--- src/rtl/syn_ram_pkg.sv ---
// Shared types and constants for the syn_ram arbiter slice.
package syn_ram_pkg;

  localparam int SYN_RAM_ADDR_W = 4;
  localparam int SYN_RAM_DATA_W = 2;

  localparam logic REQ0 = 1'b0;
  localparam logic REQ1 = 1'b1;

  typedef enum logic [1:0] {
    IDLE    = 2'd0,
    WR      = 2'd1,
    RD      = 2'd2,
    RD_DATA = 2'd3
  } arb_state_e;

endpackage

--- src/rtl/rr_arb2.sv ---
// Two-way grant picker; define SYN_RAM_ARB_FIXED_PRIO_EN for fixed priority
// (requester 0 wins ties) instead of round-robin.
module rr_arb2
  import syn_ram_pkg::*;
(
  input  logic [1:0] valid,
  input  logic       last_grant,
  output logic [1:0] grant
);

`ifdef SYN_RAM_ARB_FIXED_PRIO_EN
  logic unused_last_grant_s;
  assign unused_last_grant_s = last_grant;
`endif

  // One-hot grant; a tie goes to the requester that did not win last time
  always_comb begin
    grant = 2'b00;
    case (valid)
      2'b01:   grant = 2'b01;
      2'b10:   grant = 2'b10;
`ifdef SYN_RAM_ARB_FIXED_PRIO_EN
      2'b11:   grant = 2'b01;
`else
      2'b11: begin
        if (last_grant == REQ1) begin
          grant = 2'b01;
        end else begin
          grant = 2'b10;
        end
      end
`endif
      default: grant = 2'b00;
    endcase
  end

endmodule

--- src/rtl/syn_ram_arbiter.sv ---
// Two-requester arbiter/sequencer serialising reads and writes onto syn_ram.
// Tie policy selectable with SYN_RAM_ARB_FIXED_PRIO_EN (see rr_arb2).
module syn_ram_arbiter
  import syn_ram_pkg::*;
#(
  parameter int ADDR_W = SYN_RAM_ADDR_W,
  parameter int DATA_W = SYN_RAM_DATA_W
) (
  input  logic                clk,
  input  logic                rst,
  input  logic [1:0]          req_valid,
  output logic [1:0]          req_ready,
  input  logic [1:0]          req_we,
  input  logic [2*ADDR_W-1:0] req_addr,
  input  logic [2*DATA_W-1:0] req_wdata,
  output logic [1:0]          rsp_valid,
  output logic [DATA_W-1:0]   rsp_rdata,
  output logic                busy,
  output logic                ram_rst,
  output logic                ram_we,
  output logic                ram_oe,
  output logic [ADDR_W-1:0]   ram_addr,
  output logic [DATA_W-1:0]   ram_din,
  input  logic [DATA_W-1:0]   ram_dout
);

  arb_state_e        state_r, next_state_s;
  logic              last_grant_r, owner_r, we_r;
  logic [ADDR_W-1:0] addr_r;
  logic [DATA_W-1:0] wdata_r, rsp_rdata_r;
  logic [1:0]        rsp_valid_r, grant_s;
  logic              win_s, win_we_s, start_s;
  logic [ADDR_W-1:0] win_addr_s;
  logic [DATA_W-1:0] win_wdata_s;

  rr_arb2 u_arb (
    .valid      (req_valid),
    .last_grant (last_grant_r),
    .grant      (grant_s)
  );

  assign win_s       = grant_s[1];
  assign win_we_s    = req_we[win_s];
  assign win_addr_s  = win_s ? req_addr[2*ADDR_W-1:ADDR_W] : req_addr[ADDR_W-1:0];
  assign win_wdata_s = win_s ? req_wdata[2*DATA_W-1:DATA_W] : req_wdata[DATA_W-1:0];
  assign start_s     = (state_r == IDLE) && (grant_s != 2'b00);

  assign ram_rst   = rst;
  assign rsp_valid = rsp_valid_r;
  assign rsp_rdata = rsp_rdata_r;

  // Next-state and RAM pin decode; RAM pins follow state so reset drops them at once
  always_comb begin
    next_state_s = state_r;
    req_ready    = 2'b00;
    busy         = 1'b1;
    ram_we       = 1'b0;
    ram_oe       = 1'b0;
    ram_addr     = {ADDR_W{1'b0}};
    ram_din      = {DATA_W{1'b0}};
    case (state_r)
      IDLE: begin
        busy      = 1'b0;
        req_ready = grant_s;
        if (grant_s != 2'b00) begin
          next_state_s = win_we_s ? WR : RD;
        end else begin
          next_state_s = IDLE;
        end
      end
      WR: begin
        ram_we       = 1'b1;
        ram_addr     = addr_r;
        ram_din      = wdata_r;
        next_state_s = IDLE;
      end
      RD: begin
        ram_addr     = addr_r;
        next_state_s = RD_DATA;
      end
      RD_DATA: begin
        ram_oe       = 1'b1;
        ram_addr     = addr_r;
        next_state_s = IDLE;
      end
      default: next_state_s = IDLE;
    endcase
  end

  // State, latched request fields and the read response register
  always_ff @(posedge clk or posedge rst) begin
    if (rst) begin
      state_r      <= IDLE;
      last_grant_r <= REQ1;
      owner_r      <= REQ0;
      we_r         <= 1'b0;
      addr_r       <= {ADDR_W{1'b0}};
      wdata_r      <= {DATA_W{1'b0}};
      rsp_valid_r  <= 2'b00;
      rsp_rdata_r  <= {DATA_W{1'b0}};
    end else begin
      state_r     <= next_state_s;
      rsp_valid_r <= 2'b00;
      if (start_s) begin
        owner_r      <= win_s;
        we_r         <= win_we_s;
        addr_r       <= win_addr_s;
        wdata_r      <= win_wdata_s;
        last_grant_r <= win_s;
      end
      if (state_r == RD_DATA) begin
        rsp_rdata_r <= ram_dout;
        rsp_valid_r <= (owner_r == REQ1) ? 2'b10 : 2'b01;
      end
    end
  end

endmodule
--- config.mk ---
export PLATFORM = sky130hd
export DESIGN_NAME = syn_ram_arbiter
export DESIGN_NICKNAME = d
export VERILOG_FILES = /design/src/rtl/syn_ram_pkg.sv /design/src/rtl/rr_arb2.sv /design/src/rtl/syn_ram_arbiter.sv
export SDC_FILE = /design/constraint.sdc
export NUM_CORES = 1
export LEC_CHECK = 0
export ABC_AREA = 1
export CAP_MARGIN = 20
export CORE_ASPECT_RATIO = 0.7
export CORE_UTILIZATION = 40
export CTS_CLUSTER_DIAMETER = 150
export DETAILED_ROUTE_END_ITERATION = 7
export PLACE_DENSITY = 0.87
export SLEW_MARGIN = 30
export SYNTH_ARGS = -nofsm -noshare
export SYNTH_HDL_FRONTEND = slang
export SYNTH_SLANG_ARGS = --single-unit
--- constraint.sdc ---
create_clock -name clk -period 2.3 [get_ports clk]
set_input_delay 0.23 -clock clk [delete_from_list [all_inputs] [get_ports clk]]
set_output_delay 0.23 -clock clk [all_outputs]
set_load 0.005 [all_outputs]
==> impl_metrics.env <==
export IMPL_p_clk_share_pct=13.5
export IMPL_firstDrtPassIters=4
export IMPL_powerDensity_mw_per_mm2=1089
export IMPL_grt_pass1_wl_um=2642
export IMPL_wl_um=1744
export IMPL_layoutNonFillerInstCount=167
export IMPL_ir_drop_mv=0.5588
export IMPL_critPathKind="input pin to output port"
export IMPL_final_antenna_net_count=0
export IMPL_yosys_warnings=0
export IMPL_cp_required_ns=2.07
export IMPL_numCtsBuffers=3
export IMPL_worstSetupEndpointType="output port"
export IMPL_syn_inst=108
export IMPL_cts_tree="yes"
export IMPL_die_y_um=39.29
export IMPL_ctsHoldBuffers=0
export IMPL_rows=13
export IMPL_synth_distinct_cells=17
export IMPL_drv_slew=0
export IMPL_sw_frac_of_total_pct=37.60
export IMPL_ctsLongestPathBuffers=2
export IMPL_grt_total_usage_pct=16.36
export IMPL_finalSetupViolCount=0
export IMPL_path_clk_slew_ns=0.08
export IMPL_die_area_mm2=0.002172
export IMPL_slew_headroom_pct=66.43
export IMPL_die_w_um=55.27
export IMPL_fin_nets=166
export IMPL_crit_fanout=10
export IMPL_fp_coreArea_mm2=0.001854
export IMPL_clk_latency_ns=0.28
export IMPL_fin_skew_ns=0.0006191
export IMPL_via_per_inst=4.671
export IMPL_avgSynthCellArea_um2=7.357
export IMPL_drv_cap=0
export IMPL_port_buffers=35
export IMPL_drtIter0Drc=23
export IMPL_place_gp_congestion=0.7271
export IMPL_ys_seq_elements=14
export IMPL_rsz0062_at_grt="false"
export IMPL_dp_hpwl_um=1449
export IMPL_cp_arrival_ns=1.80
export IMPL_worst_pin_slew_ns=0.5030
export IMPL_diodes=0
export IMPL_period_needed_ns=2.032
export IMPL_fin_tns_setup_ns=0
export IMPL_hold_path_class="input pin to asynchronous set/reset pin"
export IMPL_p_sw_mw=0.4873
export IMPL_grt_overflow=0
export IMPL_synth_nets=128
export IMPL_htree_levels=1
export IMPL_internal_power_mw=0.8087
export IMPL_grt_max_degree=15
export IMPL_drc=0
export IMPL_yosysSeqAreaShare_pct=44.25
export IMPL_fmax_mhz=492.0
export IMPL_power_leakage_nw=0.6422
export IMPL_status="finished clean"
export IMPL_syn2layout_area_growth_pct=49.76
export IMPL_power_frac_seq_pct=34.5
export IMPL_wl_per_cell_um=10.44
export IMPL_synth_area_um2=794.5
export IMPL_hold_violations=0
export IMPL_power_mw=1.296
export IMPL_postCtsSetupRepairBufs=0
export IMPL_critPathLaunchType="input pin"
export IMPL_power_frac_comb_pct=52.0
export IMPL_vias=780
export IMPL_ctsResizeCount=0
export IMPL_placedCellCount=163
export IMPL_antenna_found_initial=0
export IMPL_period_share_pct=88.36
export IMPL_io_pins=36
export IMPL_initial_core_util_pct=42.85
export IMPL_first_global_vias=635
export IMPL_drive_gt1_share_pct=10.34
export IMPL_cts_sinks=14
export IMPL_cts_root_buf="clkbuf_4"
-- registers in the layout (all words and copies together), names as in the netlist --
| register | flops |
|---|---|
| state_r | 2 |
| owner_r | 1 |
| rsp_rdata | 2 |
| last_grant_r | 1 |
| rsp_valid | 2 |
| wdata_r | 2 |
| addr_r | 4 |
-- cells in the mapped netlist --
cell type	instances	share of area, %
nor2_4	1	1.4
nand2_4	3	4.3
nand3_1	16	10
and3_1	2	1.6
nor2_1	8	3.8
o21ai_1	1	0.63
nor2_2	1	0.79
nand2_1	32	15
buf_4	1	0.95
dfstp_2	1	3.3
buf_6	1	1.4
inv_4	1	0.79
dfrtp_1	13	41
inv_2	3	1.4
nor3_1	1	0.63
inv_1	22	10
nor2_8	1	2.5
-- logic make-up after synthesis --
family	count (synthesis)	synth area share, %
AO/OA/AOI/OAI	1	0.6293
buffers and inverters	28	14.96
flip-flops	14	44.25
AND/OR/NAND/NOR	65	40.16
-- path summary, 6_finish.rpt --
path	depth (start not counted)	slack, ns	from	end
min	2	0.30	rst	wdata_r[0]
min reg2reg	1	0.46	owner_r	rsp_valid[0]
min in group clk	1	0.46	owner_r	rsp_valid[0]
max in group asynchronous	2	1.64	rst	last_grant_r
max	5	0.27	req_valid[1]	req_ready[0]
max reg2reg	5	1.17	last_grant_r	addr_r[3]
-- critical path, cell delays in order --
cell and delay (ns):
clkdlybuf4s50_1 0.64, nand2_4 0.24, inv_2 0.04, nor3_1 0.12, clkdlybuf4s50_1 0.53
-- power by group through the flow --
stage | combinational, mW | sequential (mW) | clock, mW
4_1_cts | 0.681 | 0.446 | 0.178
5_1_grt | 0.745 | 0.463 | 0.189
2_1_floorplan | 0.358 | 0.433 | 0
6_report | 0.674 | 0.447 | 0.175
3_3_place_gp | 0.656 | 0.441 | 0
3_5_place_dp | 0.676 | 0.450 | 0
-- stage by stage --
step / util, % / setup slack [ns] / hold slack, ns / area (µm²)
after CTS: 64.17 / 0.2624 / 0.3192 / 1190
after global routing: 64.17 / 0.08684 / 0.3436 / 1190
after detailed placement: 62.21 / 0.2730 / 0.4537 / 1154
after floorplan: - / 1.165 / 0.1185 / 794.5
after global placement: 62.21 / 0.2949 / 0.4266 / 1154
final: 64.17 / 0.2676 / 0.3015 / 1190
-- metal layers --
metal	GRT usage, %	up-vias	routed length (µm)
met4	7.500	0	18
met1	21.22	351	779
met5	0	-	0
met2	29.22	34	846
li1	-	392	-
met3	0.9901	3	99
-- area by class of cell --
type | count | area (µm²)
clock buffers | 4 | 36.28
repair buffers | 35 | 350.3
inverters | 26 | 100.1
well taps | 22 | 27.53
multi-input cells | 66 | 324.1
fillers | 177 | 664.4
flip-flops and latches | 14 | 351.6
-- cell usage in the layout (no fill, tap or decap) --
| cell type | netlist | final |
|---|---|---|
| nor2_4 | 1 | 1 |
| nand2_4 | 3 | 3 |
| nand3_1 | 16 | 16 |
| inv_4 | 1 | 1 |
| nor2_8 | 1 | 1 |
| nor2_2 | 1 | 1 |
| inv_2 | 3 | 3 |
| o21ai_1 | 1 | 1 |
| inv_1 | 22 | 22 |
| nor3_1 | 1 | 1 |
| clkdlybuf4s50_1 | 0 | 35 |
| nor2_1 | 8 | 8 |
| and3_1 | 2 | 2 |
| nand2_1 | 32 | 32 |
| dfrtp_1 | 13 | 13 |
| dfstp_2 | 1 | 1 |
| clkbuf_8 | 0 | 1 |
| clkbuf_4 | 0 | 3 |
(Power assumes the default switching activity.)
